==> src/rtl/pe_code_history_logger_if.sv <==
// Port bundle for the priority-code history logger: encoder sample in,
// oldest logged entry out with its status.
interface pe_code_history_logger_if #(
  parameter int DEPTH = 8,
  parameter int CNT_W = 8
);
  logic [3:0]              code_in;
  logic                    parity_in;
  logic                    clear;
  logic                    out_ready;
  logic                    out_valid;
  logic [3:0]              out_code;
  logic                    out_parity;
  logic [7:0]              seg_out;
  logic [$clog2(DEPTH):0]  count;
  logic                    overflow;
  logic [CNT_W-1:0]        err_count;

  modport master (
    output code_in, parity_in, clear, out_ready,
    input  out_valid, out_code, out_parity, seg_out, count, overflow, err_count
  );

  modport slave (
    input  code_in, parity_in, clear, out_ready,
    output out_valid, out_code, out_parity, seg_out, count, overflow, err_count
  );
endinterface

==> src/rtl/pe_code_history_logger.sv <==
// Debounces the encoder's priority code, logs each new stable code with its
// parity into a small FIFO, and shows the oldest entry as a 7-segment image.
module pe_code_history_logger #(
  parameter int STABLE_CYCLES = 4,
  parameter int DEPTH         = 8,
  parameter int CNT_W         = 8
) (
  input  logic clk,
  input  logic rst,
  pe_code_history_logger_if.slave bus
);
  localparam int AW = $clog2(DEPTH);

  logic [3:0]       cand;
  logic [3:0]       run;
  logic [3:0]       last;
  logic             last_valid;
  logic [AW:0]      wr_ptr;
  logic [AW:0]      rd_ptr;
  logic [AW:0]      fill;
  logic [4:0]       mem [DEPTH];
  logic [4:0]       head;
  logic             overflow;
  logic [CNT_W-1:0] err_count;

  logic accept;
  logic legal;
  logic do_push;
  logic full;
  logic pop;
  logic wr_en;
  logic drop;

  function automatic logic [6:0] seg7(input logic [3:0] c);
    case (c)
      4'd0:    seg7 = 7'h3F;
      4'd1:    seg7 = 7'h06;
      4'd2:    seg7 = 7'h5B;
      4'd3:    seg7 = 7'h4F;
      4'd4:    seg7 = 7'h66;
      4'd5:    seg7 = 7'h6D;
      4'd6:    seg7 = 7'h7D;
      4'd7:    seg7 = 7'h07;
      4'd8:    seg7 = 7'h7F;
      4'd9:    seg7 = 7'h6F;
      default: seg7 = 7'h00;
    endcase
  endfunction

  // accept fires once per stable run, on the STABLE_CYCLES-th matching sample
  assign accept  = (bus.code_in == cand) && (run == 4'(STABLE_CYCLES - 1));
  assign legal   = (bus.code_in >= 4'd1) && (bus.code_in <= 4'd9);
  assign do_push = accept && legal && (!last_valid || (bus.code_in != last));

  assign fill  = wr_ptr - rd_ptr;
  assign full  = (fill == (AW+1)'(DEPTH));
  assign pop   = bus.out_valid && bus.out_ready;
  // a pop in the same cycle frees the slot, so a full FIFO still takes the push
  assign wr_en = do_push && (!full || pop);
  assign drop  = do_push && full && !pop;

  assign head           = mem[rd_ptr[AW-1:0]];
  assign bus.count      = fill;
  assign bus.out_valid  = (fill != '0);
  assign bus.out_code   = bus.out_valid ? head[4:1] : 4'd0;
  assign bus.out_parity = bus.out_valid ? head[0] : 1'b0;
  assign bus.seg_out    = bus.out_valid ? {head[0], seg7(head[4:1])} : 8'h40;
  assign bus.overflow   = overflow;
  assign bus.err_count  = err_count;

  always_ff @(posedge clk) begin
    if (wr_en) mem[wr_ptr[AW-1:0]] <= {bus.code_in, bus.parity_in};
  end

  always_ff @(posedge clk) begin
    if (rst || bus.clear) begin
      cand       <= 4'd0;
      run        <= 4'd0;
      last_valid <= 1'b0;
      wr_ptr     <= '0;
      rd_ptr     <= '0;
      overflow   <= 1'b0;
      err_count  <= '0;
    end else begin
      if (bus.code_in != cand) begin
        cand <= bus.code_in;
        run  <= 4'd1;
      end else if (run < 4'(STABLE_CYCLES)) begin
        run <= run + 4'd1;
      end

      if (accept) begin
        if (legal) begin
          last       <= bus.code_in;
          last_valid <= 1'b1;
        end else begin
          last_valid <= 1'b0;
        end
      end

      if (wr_en) wr_ptr <= wr_ptr + 1'b1;
      if (pop)   rd_ptr <= rd_ptr + 1'b1;
      if (drop)  overflow <= 1'b1;
      // parity errors count on every push attempt, dropped or not
      if (do_push && !bus.parity_in && !(&err_count)) err_count <= err_count + 1'b1;
    end
  end
endmodule

==> src/flat_wrapper.sv <==
// flat-port wrapper written by rule: the top's interface ports become plain ports
module pe_code_history_logger_flat 
#(
  parameter int STABLE_CYCLES = 4,
  parameter int DEPTH         = 8,
  parameter int CNT_W         = 8
)
  (clk, rst, bus_code_in, bus_parity_in, bus_clear, bus_out_ready, bus_out_valid, bus_out_code, bus_out_parity, bus_seg_out, bus_count, bus_overflow, bus_err_count);
  pe_code_history_logger_if #(.DEPTH(DEPTH), .CNT_W(CNT_W)) bus_i ();
  input  logic clk;
  input  logic rst;
  input wire logic [$bits(bus_i.code_in)-1:0] bus_code_in;
  input wire logic [$bits(bus_i.parity_in)-1:0] bus_parity_in;
  input wire logic [$bits(bus_i.clear)-1:0] bus_clear;
  input wire logic [$bits(bus_i.out_ready)-1:0] bus_out_ready;
  output wire logic [$bits(bus_i.out_valid)-1:0] bus_out_valid;
  output wire logic [$bits(bus_i.out_code)-1:0] bus_out_code;
  output wire logic [$bits(bus_i.out_parity)-1:0] bus_out_parity;
  output wire logic [$bits(bus_i.seg_out)-1:0] bus_seg_out;
  output wire logic [$bits(bus_i.count)-1:0] bus_count;
  output wire logic [$bits(bus_i.overflow)-1:0] bus_overflow;
  output wire logic [$bits(bus_i.err_count)-1:0] bus_err_count;
  assign bus_i.code_in = bus_code_in;
  assign bus_i.parity_in = bus_parity_in;
  assign bus_i.clear = bus_clear;
  assign bus_i.out_ready = bus_out_ready;
  assign bus_out_valid = bus_i.out_valid;
  assign bus_out_code = bus_i.out_code;
  assign bus_out_parity = bus_i.out_parity;
  assign bus_seg_out = bus_i.seg_out;
  assign bus_count = bus_i.count;
  assign bus_overflow = bus_i.overflow;
  assign bus_err_count = bus_i.err_count;
  pe_code_history_logger #(.STABLE_CYCLES(STABLE_CYCLES), .DEPTH(DEPTH), .CNT_W(CNT_W)) u_core (.clk(clk), .rst(rst), .bus(bus_i));
endmodule
==> config.mk <==
export PLATFORM = sky130hd
export DESIGN_NAME = pe_code_history_logger_flat
export DESIGN_NICKNAME = d
export VERILOG_FILES = /design/src/rtl/pe_code_history_logger_if.sv /design/src/rtl/pe_code_history_logger.sv /design/src/flat_wrapper.sv
export SDC_FILE = /design/constraint.sdc
export NUM_CORES = 1
export LEC_CHECK = 0
export CAP_MARGIN = 20
export CORE_MARGIN = 8
export CORE_UTILIZATION = 30
export DETAILED_ROUTE_END_ITERATION = 12
export PLACE_DENSITY = 0.56
export SKIP_LAST_GASP = 1
export SLEW_MARGIN = 0
export SYNTH_ARGS = -nofsm -noshare
export SYNTH_HDL_FRONTEND = slang
export SYNTH_SLANG_ARGS = --single-unit
==> constraint.sdc <==
create_clock -name clk -period 3 [get_ports clk]
set_input_delay 0.45 -clock clk [delete_from_list [all_inputs] [get_ports clk]]
set_output_delay 0.45 -clock clk [all_outputs]
set_load 0.005 [all_outputs]
==> results_dict.tcl, run 1 <==
set metrics [dict create \
    nNetsFinal 360 \
    holdPathEnd "u_core.run[3]" \
    cp.arrival_ns 2.44 \
    tightestPinTransition_ns 0.5648 \
    grt_pass1_vias 2328 \
    via_per_inst 4.807 \
    cp_max_fo 8 \
    routed_wl_um 7127 \
    hold_start "u_core.run[3]" \
    dp_hpwl_um 5264 \
    numPortBuffers 35 \
    worstHoldPathType "reg -> reg" \
    slew_headroom_pct 61.87 \
    crit_path_end_kind "output pin" \
    fin_crit_sh_pct 96.38 \
    drv_cap 0 \
    ios 36 \
    grt_antenna_before_repair 0 \
    clock-root-buffer "clkbuf_16" \
    grt_max_degree 20 \
    start_util_pct 30.25 \
    syn_area_um2 3395 \
    synth.distinct_cells 44 \
    finalSetupViolCount 0 \
    hold_violations 0 \
    overflow 0 \
    yosysTopAreaCell "edfxtp_1" \
    cts.sinks 73 \
    leakagePower_nw 1.632 \
    drive_gt1_share_pct 20.93 \
    cts_hold_buf 0 \
    route.detailed.drc 0 \
    crit_path_top_delay_cell "or3_4" \
    syn_inst 270 \
    yosysSeqAreaShare_pct 56.03 \
    synth_top_area_share_pct 38.92 \
    fin_area_um2 4469 \
    rows 39 \
    rsz0062_at_grt "true" \
    criticalPathCategory "reg -> out" \
    rr_worst_depth 10 \
    postSynth.asyncResetShare_pct 0 \
    cp-start-kind "register" \
    layout_setup_ws_ns 0.1086 \
    pre_cts_slack_ns 0.04441 \
    die_y_um 122.4 \
    cts_tree "yes" \
    worstPathRequired_ns 2.55 \
    power_density_nw_per_um2 496.6 \
    die_w_um 122.4 \
    synth.avg_cell_area_um2 12.57 \
    fillers 1085 \
    grt_use_total_pct 9.996 \
    cp_cell_sequence "inv_1, ha_2, inv_1, fa_2, xor2_2, or3_4, nor2_4, buf_6, buf_12, nor2_1, dlygate4sd2_1" \
    n_antenna_cell 0 \
    path_common_cell "inv_1" \
    outcome "finished clean" \
    irDropWorstVdd_uv 268.4 \
    insertion_delay_ns 0.33 \
    syn_nets 291 \
    final_util_pct 39.82 \
    r2r_start "u_core.rd_ptr[2]" \
    drt_pre_antenna_iters 4 \
    finalClockSkew_ns 0.006934 \
    htree_levels 3 \
    num_vias 2341 \
    min_path_cells 2 \
    ys_top_cells_by_area "edfxtp_1, dfxtp_1, ha_1" \
    critPathMaxStageDelay_ns 0.36 \
    dr.first_iter.drc_count 100 \
    yosysWarnings 0 \
    ys_ff_latch 73 \
    period_needed_ns 2.891 \
    slew_viol_final 0 \
    yosys_most_used_dff "edfxtp_1" \
    post_dp_cell_area_um2 4094 \
    core_area_um2 11220 \
    place_congestion 0.7542 \
    areaGrowthSynthToFinish_pct 31.66 \
    path_clk_slew_ns 0.06 \
    fmax_mhz 345.9 \
    r2r-end "u_core.mem[5][3]" \
    numCtsBuffers 9 \
    die_area_um2 14970 \
    wl_per_cell_um 14.63 \
    clockBufferDepth 2 \
    synth_enable_flop_cells 44 \
    grt_pass1_wl_um 11650 \
    ant_nets 0 \
    regToRegSetupSlack_ns 0.34 \
]
-- final cells by class --
cell class                 instances  area [um^2]  share of cell area (%)
clock buffer                       9        225.2                   5.039
tap                              143        178.9                   4.003
clock inverter                     7        85.08                   1.904
sequential                        73         1906                   42.64
multi-input combinational        172         1424                   31.86
inverter                          16        60.06                   1.344
timing repair buffer              67        590.6                   13.21
-- state kept, by name (all words and copies together), names as in the netlist, named ones only --
| name | cells |
|---|---|
| u_core.cand | 4 |
| u_core.last | 4 |
| u_core.bus.overflow | 1 |
| u_core.mem | 40 |
| u_core.run | 4 |
| u_core.wr_ptr | 4 |
| u_core.last_valid | 1 |
| u_core.rd_ptr | 4 |
| u_core.bus.err_count | 8 |
-- logic make-up (layout without fill, tap and decap cells) --
| kind of cell | Yosys count | after routing | synth area share, % |
|---|---|---|---|
| XOR/XNOR | 14 | 14 | 3.612 |
| flip-flops | 73 | 73 | 56.03 |
| buffers and inverters | 25 | 99 | 3.170 |
| AO/OA/AOI/OAI | 47 | 47 | 9.252 |
| adder cells (fa/ha/maj) | 12 | 12 | 4.644 |
| AND/OR/NAND/NOR | 78 | 78 | 12.50 |
| multiplexers | 21 | 21 | 10.80 |
-- worst max-delay path, delay by kind of cell (launching register included) --
family / cells / cell delay, ns
adder cells (fa/ha/maj): 2 / 0.52
XOR/XNOR: 1 / 0.17
flip-flops: 1 / 0.31
AND/OR/NAND/NOR: 3 / 0.50
buffers and inverters: 5 / 0.61
-- where the power goes --
group | total [mW] | internal (mW) | switching [mW] | leakage, nW
Combinational | 0.0582 | 0.0238 | 0.0345 | 0.850
Sequential | 1.07 | 1.06 | 0.00136 | 0.631
Clock | 1.10 | 0.718 | 0.377 | 0.150
-- cell usage after synthesis (2+ instances only) --
| cell type | instances |
|---|---|
| a31o_2 | 2 |
| nand2_1 | 11 |
| nand3_1 | 11 |
| o21ai_0 | 8 |
| or3_1 | 6 |
| buf_2 | 2 |
| o311ai_0 | 4 |
| clkbuf_1 | 5 |
| or2_2 | 2 |
| o31ai_1 | 4 |
| mux4_1 | 5 |
| nor2_1 | 19 |
| o41ai_1 | 2 |
| or4_1 | 4 |
| and3_1 | 5 |
| xor2_1 | 7 |
| and2_1 | 5 |
| dfxtp_1 | 29 |
| mux4_2 | 5 |
| ha_1 | 11 |
| xnor2_1 | 7 |
| mux2i_1 | 10 |
| a21oi_1 | 19 |
| nor4_1 | 9 |
| edfxtp_1 | 44 |
| inv_1 | 16 |
-- layout by cell type (no fill, tap or decap), types with 9 or more instances in the layout --
cell and instances:
edfxtp_1 44, buf_4 29, dfxtp_1 26, clkdlybuf4s50_1 21
a21oi_1 19, nor2_1 18, inv_1 16, dlygate4sd2_1 12
nand2_1 11, nand3_1 11, ha_1 10, nor4_1 9
clkbuf_16 9
-- metal layers --
metal	GRT usage, %	up-vias	routed length, um
met5	0	-	0
met4	4.570	0	118
met3	3.266	9	410
met2	16.13	42	3389
met1	11.93	1123	3209
li1	-	1167	-
-- what timing repair did --
item,4_1_cts,5_1_grt
pin swaps,1,2
endpoints found under the setup margin,14,9
gates resized for setup,23,10
cloned,0,0
setup buffers,2,1
-- how the worst max path moves through the flow --
stage                     start               end  cells after the start
2_1_floorplan  u_core.wr_ptr[0]  u_core.mem[0][0]                      9
3_3_place_gp   u_core.wr_ptr[0]    bus_seg_out[6]                     11
3_5_place_dp           register    bus_seg_out[3]                      9
4_1_cts        u_core.wr_ptr[0]    bus_seg_out[4]                     11
5_1_grt                register    bus_seg_out[0]                     10
6_report       u_core.wr_ptr[0]    bus_seg_out[4]                     11
-- metrics by stage --
step                      power, mW  setup TNS [ns]  hold WS [ns]  std cells
final                         2.219               0        0.4728        487
after floorplan               1.111               0        0.4397        270
after global placement        1.145               0        0.4507        468
after detailed placement      1.146               0        0.4659        468
after CTS                     2.249       -0.008259        0.4729        486
after global routing          2.287        -0.04045        0.4961        487
No activity file was read; power rests on OpenSTA's default activity.
==> run 2: changes to the inputs <==
Settings changed: CTS_BUF_LIST set to sky130_fd_sc_hd__clkbuf_8.
==> run 2 against run 1 <==
Utilization decreased by 0.62 points. Combinational power hardly changed. Sequential power barely moved. Clock-buffer cell count did not move. Clock power decreased by 27%. Critical path type unchanged. Critical endpoint is now bus_seg_out[0].
==> results_dict.tcl, run 2 (synthesis results as in run 1) <==
set metrics [dict create \
    outcome "finished clean" \
    hold_violations 0 \
    ant_nets 0 \
    rows 39 \
    power_density_nw_per_um2 438.3 \
    cts_tree "yes" \
    grt_pass1_wl_um 11670 \
    hold_start "u_core.run[3]" \
    via_per_inst 4.740 \
    crit_path_end_kind "output pin" \
    dp_hpwl_um 5264 \
    setup_tns_ns 0 \
    finalSetupViolCount 0 \
    leakagePower_nw 1.591 \
    final_common_cell "edfxtp_1" \
    nNetsFinal 362 \
    grt_max_degree 20 \
    critPathLaunch "u_core.wr_ptr[0]" \
    period_needed_ns 2.912 \
    route.detailed.drc 0 \
    criticalPathCategory "reg -> out" \
    drt_pre_antenna_iters 6 \
    post_dp_cell_area_um2 4094 \
    fin_crit_sh_pct 97.06 \
    die_y_um 122.4 \
    dr.first_iter.drc_count 78 \
    cp.arrival_ns 2.46 \
    holdPathEnd "u_core.run[3]" \
    cp-start-kind "register" \
    fillers 1095 \
    ios 36 \
    place_congestion 0.7542 \
    die_area_um2 14970 \
    clockBufferDepth 2 \
    tightestPinTransition_ns 0.6090 \
    power_mw 1.928 \
    die_w_um 122.4 \
    insertion_delay_ns 0.34 \
    areaGrowthSynthToFinish_pct 29.60 \
    finalClockSkew_ns 0.01100 \
    drive_gt1_share_pct 21.97 \
    cts_hold_buf 0 \
    grt_antenna_before_repair 0 \
    mostFrequentLayoutCells "edfxtp_1, buf_4, dfxtp_1" \
    fmax_mhz 343.4 \
    core_area_um2 11220 \
    num_vias 2318 \
    grt_pass1_vias 2334 \
    n_antenna_cell 0 \
    worstHoldPathType "reg -> reg" \
    final_util_pct 39.20 \
    cp_max_fo 8 \
    htree_levels 3 \
    slew_viol_final 0 \
    worstPathRequired_ns 2.55 \
    clock-root-buffer "clkbuf_8" \
    overflow 0 \
    cts.sinks 73 \
    irDropWorstVdd_uv 196.5 \
    rsz0062_at_grt "true" \
    wl_per_cell_um 14.69 \
    min_path_cells 2 \
    slew_headroom_pct 58.88 \
    drv_cap 0 \
    path_clk_slew_ns 0.08 \
    largest_register_ffs 40 \
    r2r-end "u_core.mem[0][3]" \
    grt_use_total_pct 9.947 \
    rr_worst_depth 11 \
    regToRegSetupSlack_ns 0.35 \
    start_util_pct 30.25 \
    numCtsBuffers 9 \
    numPortBuffers 35 \
    fin_area_um2 4399 \
    r2r_start "u_core.wr_ptr[0]" \
    routed_wl_um 7182 \
    holdWs_ns 0.4740 \
]
## run 2: per-layer routing
| metal | share of wire [%] | vias to the layer above | global-route usage (%) |
|---|---|---|---|
| li1 | - | 1165 | - |
| met5 | 0 | - | 0 |
| met1 | 46 | 1102 | 12.08 |
| met2 | 47 | 43 | 16.09 |
| met4 | 1.4 | 0 | 4.341 |
| met3 | 5.4 | 8 | 2.990 |
## run 2: power breakdown
part           internal (mW)  leakage [nW]  switching (mW)
Combinational         0.0238         0.855          0.0346
Clock                  0.459         0.104           0.346
Sequential              1.06         0.632         0.00135
Total                   1.55          1.59           0.382
## run 2: layout make-up
class / instances / area [um^2] / share of cell area (%)
clock buffers: 9 / 123.9 / 2.816
clock inverters: 7 / 85.08 / 1.934
inverters: 16 / 60.06 / 1.365
multi-input cells: 172 / 1436 / 32.65
flip-flops and latches: 73 / 1907 / 43.34
well taps: 143 / 178.9 / 4.067
repair buffers: 69 / 608.1 / 13.82
## run 2: timing repair
action,in CTS,in global routing
pin swaps,1,2
gates resized for setup,23,14
setup endpoints to repair,14,13
setup buffers,2,3
endpoints found under the hold margin,0,0
cloned,0,0
## run 2: how the worst max path moves through the flow
stage	endpoint	slack, ns	depth (start not counted)
final	bus_seg_out[0]	0.09	11
after global routing	bus_seg_out[0]	-0.04	10
after CTS	bus_seg_out[4]	-0.03	11
after detailed placement	bus_seg_out[3]	0.04	9
after global placement	bus_seg_out[6]	0.08	11
after floorplan	u_core.mem[0][0]	0.14	9
## run 2: metrics by stage
step | cells | worst slack [ns]
after floorplan | 270 | 0.1379
after global placement | 468 | 0.07656
after detailed placement | 468 | 0.04441
after CTS | 486 | -0.02941
after global routing | 489 | -0.04426
final | 489 | 0.08813
## run 2: critical path: stages (launching register included)
cell and delay, ns:
dfxtp_2 0.32, inv_1 0.07, ha_2 0.17, inv_1 0.05, fa_2 0.35, xor2_2 0.17, or3_4 0.36, nor2_4 0.10
buf_6 0.12, buf_12 0.11, a21oi_1 0.03, dlygate4sd2_1 0.26
